File: config.mk
export PLATFORM = sky130hd
export DESIGN_NAME = pipeline_elastic
export DESIGN_NICKNAME = d
export VERILOG_FILES = /design/src/rtl/pipeline_elastic.sv
export SDC_FILE = /design/constraint.sdc
export NUM_CORES = 1
export LEC_CHECK = 0
export CAP_MARGIN = 20
export CELL_PAD_IN_SITES_DETAIL_PLACEMENT = 1
export CELL_PAD_IN_SITES_GLOBAL_PLACEMENT = 1
export CORE_MARGIN = 3
export CORE_UTILIZATION = 43
export CTS_CLUSTER_SIZE = 14
export DETAILED_ROUTE_END_ITERATION = 6
export PLACE_DENSITY = 0.77
export SYNTH_ARGS = -nofsm -noshare
export SYNTH_HDL_FRONTEND = slang
export SYNTH_SLANG_ARGS = --single-unit
File: constraint.sdc
create_clock -name clk_i -period 2.1 [get_ports clk_i]
set_clock_uncertainty 0.1 [all_clocks]
set_input_delay 0.315 -clock clk_i [delete_from_list [all_inputs] [get_ports clk_i]]
set_output_delay 0.315 -clock clk_i [all_outputs]
set_load 0.01 [all_outputs]
File: src/rtl/pipeline_elastic.sv
// -----------------------------------------------------------------------------
// pipeline_elastic
//
// Delay pipeline of LATENCY register stages with per-stage valid/ready flow
// control. Every stage holds one beat. A stage can take a new beat when it is
// empty or when the stage after it is passing its own beat on in the same
// cycle. Bubbles therefore collapse under stall, and an unstalled pipeline
// moves one beat per cycle.
//
// Optional feature (compile-time macro):
//   PIPELINE_FLUSH_EN - adds the flush_i port. At a clock edge, flush_i clears
//                       every valid bit and the occupancy count. Data registers
//                       keep their contents.
// -----------------------------------------------------------------------------
module pipeline_elastic #(
  parameter  int LATENCY    = 3,
  parameter  int BUFF_WIDTH = 32,
  localparam int CNT_W      = $clog2(LATENCY + 1)
) (
  input  logic                  clk_i,
  input  logic                  rst_ni,
  input  logic                  valid_i,
  input  logic [BUFF_WIDTH-1:0] data_i,
  output logic                  ready_o,
  output logic                  valid_o,
  output logic [BUFF_WIDTH-1:0] data_o,
  input  logic                  ready_i,
  output logic [CNT_W-1:0]      count_o
`ifdef PIPELINE_FLUSH_EN
  ,
  input  logic                  flush_i
`endif
);

  // Per-stage state. Stage 0 faces the input and stage LATENCY-1 drives the output.
  logic [LATENCY-1:0]    v;
  logic [LATENCY-1:0]    r;
  logic [BUFF_WIDTH-1:0] d [LATENCY];

  logic in_fire;
  logic out_fire;

  // Stage readiness, computed combinationally from the output stage back to stage 0.
  // r[k] = !v[k] | r[k+1] reduces to "ready_i, or at least one empty stage
  // at index k or above". A running AND over the valid bits keeps the chain
  // free of self-referencing bits in r.
  always_comb begin
    logic all_full;
    // NOTE: give every combinational output a default value first. A path
    // that leaves a variable unassigned infers a latch.
    r        = '0;
    all_full = 1'b1;
    for (int k = LATENCY - 1; k >= 0; k--) begin
      all_full = all_full & v[k];
      r[k]     = ready_i | ~all_full;
    end
  end

  assign ready_o  = r[0];
  assign valid_o  = v[LATENCY-1];
  assign data_o   = d[LATENCY-1];
  assign in_fire  = valid_i & r[0];
  assign out_fire = v[LATENCY-1] & ready_i;

  // Valid bits. A ready stage takes the valid bit of the stage before it,
  // which clears the stage when that stage is empty. A stalled stage holds.
  always_ff @(posedge clk_i or negedge rst_ni) begin
    if (!rst_ni) begin
      // NOTE: sequential state is updated with non-blocking assignments only.
      // Every stage then samples the values from before the edge, so a beat
      // moves exactly one stage per clock.
      v <= '0;
    end
`ifdef PIPELINE_FLUSH_EN
    else if (flush_i) begin
      v <= '0;
    end
`endif
    else begin
      if (r[0]) v[0] <= valid_i;
      for (int k = 1; k < LATENCY; k++) begin
        if (r[k]) v[k] <= v[k-1];
      end
    end
  end

  // Data registers. They load only when a real beat enters the stage, so a
  // stalled or emptied stage keeps its last value.
  always_ff @(posedge clk_i or negedge rst_ni) begin
    if (!rst_ni) begin
      // NOTE: these are individual pipeline registers, not a RAM. The output
      // must read zero after reset, so every one of them is reset.
      for (int k = 0; k < LATENCY; k++) d[k] <= '0;
    end else begin
      if (in_fire) d[0] <= data_i;
      for (int k = 1; k < LATENCY; k++) begin
        if (v[k-1] && r[k]) d[k] <= d[k-1];
      end
    end
  end

  // Occupancy count. It moves only when exactly one side of the block
  // transfers a beat. Flush empties the pipeline, so the count returns to 0.
  always_ff @(posedge clk_i or negedge rst_ni) begin
    if (!rst_ni) begin
      count_o <= '0;
    end
`ifdef PIPELINE_FLUSH_EN
    else if (flush_i) begin
      count_o <= '0;
    end
`endif
    else begin
      case ({in_fire, out_fire})
        2'b10:   count_o <= count_o + CNT_W'(1);
        2'b01:   count_o <= count_o - CNT_W'(1);
        default: count_o <= count_o;
      endcase
    end
  end

endmodule
==> metrics.md <==
| Metric | Value |
|---|---|
| Status | finished clean |
| Clock Tree Buf Depth | 2 |
| Avg WL per Cell | about 16 um |
| Post_cts resized | 0 |
| Slowest stage delay, CP | between 0.5 and 0.6 ns |
| #FFs+latches synth | 101 |
| DRC viols | 0 |
| Placed Cells | 416 |
| Global placement routability congestion | between 0.6 and 0.7 |
| Fin crit period | about 2.0 ns |
| Final core utilization | between 50% and 60% |
| CP Launch Type | primary input |
| # diodes | 0 |
| Nets | around 340 |
| Starting Density | 45.4% |
| Power Density | 1100 nW/um2 |
| Kind of critical path | primary input to output port |
| Max-slew violations | 0 |
| CP max-delay cell | clkdlybuf4s50_1 |
| Yosys top cell area share | between 60% and 70% |
| Mapped Avg Cell Area | 16.1 um2 |
| Initial antenna violation count | 0 |
| Compound-Gate Fraction of Synth Area | 0% |
| Clock net sink count | between 100 and 150 |
| Die X | between 100 and 150 um |
| YS warnings | 0 |
| Cells after Synth | around 250 |
| Max VDD drop | between 400 and 500 uV |
| Via/cell ratio | between 4 and 5 |
| Worst-path maximum fanout | 4 |
| Vias in the first global route | between 2000 and 2500 |
| Detail Route Antenna Nets | 0 |
| HPWL Detailed | between 4000 and 5000 um |
| Total grt overflow | 0 |
| Distinct cells, synth | 15 |
| Slew margin rel. | 73.2% |
| Synth Area in XOR/XNOR | less than 1% |
| Routed vias | around 2100 |
| Leakage | slightly above 2 nW |
| R2r worst-path depth | 4 |
| Crit. End Element | output port |
| Post-synth EDFFs | 0 |
| Overall routed net length | about 6700 um |
| Io pins | 72 |
| Drt pass-1 iters | 4 |
| Crit-path cells | clkdlybuf4s50_1 -> nand4b_4 -> clkdlybuf4s50_1 |
| Final setup fails | 0 |
| Top post-synthesis cells by area | dfrtp_1, mux2_2, buf_4 |
| Top FF cell, synth | dfrtp_1 |
| GRT Util Overall | 13.7% |
| Post-Synth Adder-Cell Area | less than 1% |
| CTS clk-pin slew, worst paths | ~0.10 ns |
| Cell mode on critical path | clkdlybuf4s50_1 |
| First-pass GRT wire length | around 11000 um |
| Slew @ Worst Pin | between 0.4 and 0.5 ns |
| Standard-cell rows | 34 |
| Synth Area in Simple Gates | under 10% |
| Mux cell area share after synthesis | a little over a quarter |
| CP Data Required Time | roughly 1.7 ns |
| Most frequent cell after synthesis | dfrtp_1 |
| Initial DRC count | 34 |
| Seq/Total Area, Yosys | between 60% and 70% |
| Filler cells | between 800 and 900 |
| Largest net degree at the start of global routing | 39 |
| Number of port buffers | 71 |
| Clk_lat worst skew | around 0.35 ns |
| Worst path bufs/invs | 2 |
| Top delay family on crit path | buffers and inverters |
| Post-Syn Area | 4080 um2 |
| Max-cap violation count | 0 |
| Hold Crit Class | primary input to asynchronous set/reset pin |
| Tcrit/Tclk final | between 90% and 100% |
| Asr flop ratio synth | 100% |
| Crit path DAT | around 1.6 ns |
| Non-filler cells, final | 433 |
| CTS tree | built |
| CTS root buf | clkbuf_8 |
| Final hold viol count | 0 |
| Die height | between 100 and 150 um |
| Die area | 10700 um2 |
| RSZ-0062 raised after global routing | no |
| Num CTS Buffers | 9 |
| Largest family of logic cells by synthesized area | multiplexers |
| Area grow syn2layout | 20.6% |
| Layout cells sized above 1 | 39.4% |
| Post-Syn Nets | between 200 and 300 |
| Largest area contributor in the netlist | dfrtp_1 |
| Htree depth | 3 |
| Post-synth top cells | dfrtp_1, mux2_2, buf_4 |
| Max Fclk | approximately 510 MHz |
| TNS Setup | 0 ns |
| Critical path depth | 3 |
| Core area | between 8000 and 9000 um2 |
==> cells in the final DEF, fill, tap and decap left out, types with 2 or more instances in the layout <==
master and n:
mux2_1 2, nand2_2 2, buf_4 2, dfrtp_1 101, nand2b_1 4, clkinvlp_4 3, mux2_2 94, xnor2_1 2
clkbuf_8 10, buf_12 6, clkdlybuf4s50_1 70
==> worst reg2reg max path, cell delays in order, from the launching register on <==
cell and delay (ns):
dfrtp_1 0.46, nand4b_4 0.15, nand2_4 0.12, buf_4 0.22
mux2_2 0.36
==> layer usage <==
| metal | wire, um | up-vias | GRT usage, % |
|---|---|---|---|
| met3 | 354 | 6 | 3.76 |
| met2 | 3410 | 47 | 23.4 |
| met1 | 2900 | 1082 | 17.0 |
| met4 | 54 | 0 | 3.88 |
| li1 | - | 933 | - |
| met5 | 0 | - | 0 |
==> sequential cells by signal, summed over array words and instances, names as in the netlist <==
register and cells:
v 3, data_o 32, d 64, count_o 2
==> worst paths after layout <==
| kind | from | endpoint | slack [ns] |
|---|---|---|---|
| worst max-delay path | ready_i | ready_o | 0.13 |
| worst min-delay path | rst_ni | v[0] | 0.33 |
| worst max register to register | v[2] | d[92] | 0.58 |
| worst min register to register | count_o[1] | count_o[1] | 0.38 |
| max in group asynchronous | rst_ni | d[92] | 1.01 |
| min in group clk_i | count_o[1] | count_o[1] | 0.38 |
==> cell families after synthesis <==
family                     count (synthesis)
xor gates and xnor gates                   3
adders and majority gates                  1
buffers and inverters                     41
DFF                                      101
muxes                                     96
and+or+nand+nor                           11
==> power by group <==
group	leakage (nW)	internal, W	switching (W)
Clock	0.0815	0.000464	0.000646
Combinational	0.786	0.00101	0.000519
Sequential	1.18	0.00248	0.000272
==> area by class of cell <==
cell class                      count  area [um2]  area share (%)
Tap cell                          126         158            3.21
Clock inverter                      5        36.3           0.738
Timing Repair Buffer               79         846            17.2
Clock buffer                       11         141            2.87
Sequential cell                   101        2530            51.4
Multi-Input combinational cell    111        1210            24.6
==> per-stage QoR <==
step	hold slack (ns)	setup slack (ns)	instance area (um2)	power [W]
floorplan	-0.0806	0.513	4080	0.00386
global placement	0.179	0.149	4730	0.00429
detailed placement	0.177	0.112	4730	0.00436
CTS	0.335	0.112	4920	0.00549
global route	0.363	0.104	4920	0.00573
finish	0.334	0.129	4920	0.00539
==> timing repair <==
item,CTS,global route
hold buffers,1,0
buffers inserted,0,0
endpoints found under the hold margin,28,0
(Power assumes the default switching activity.)
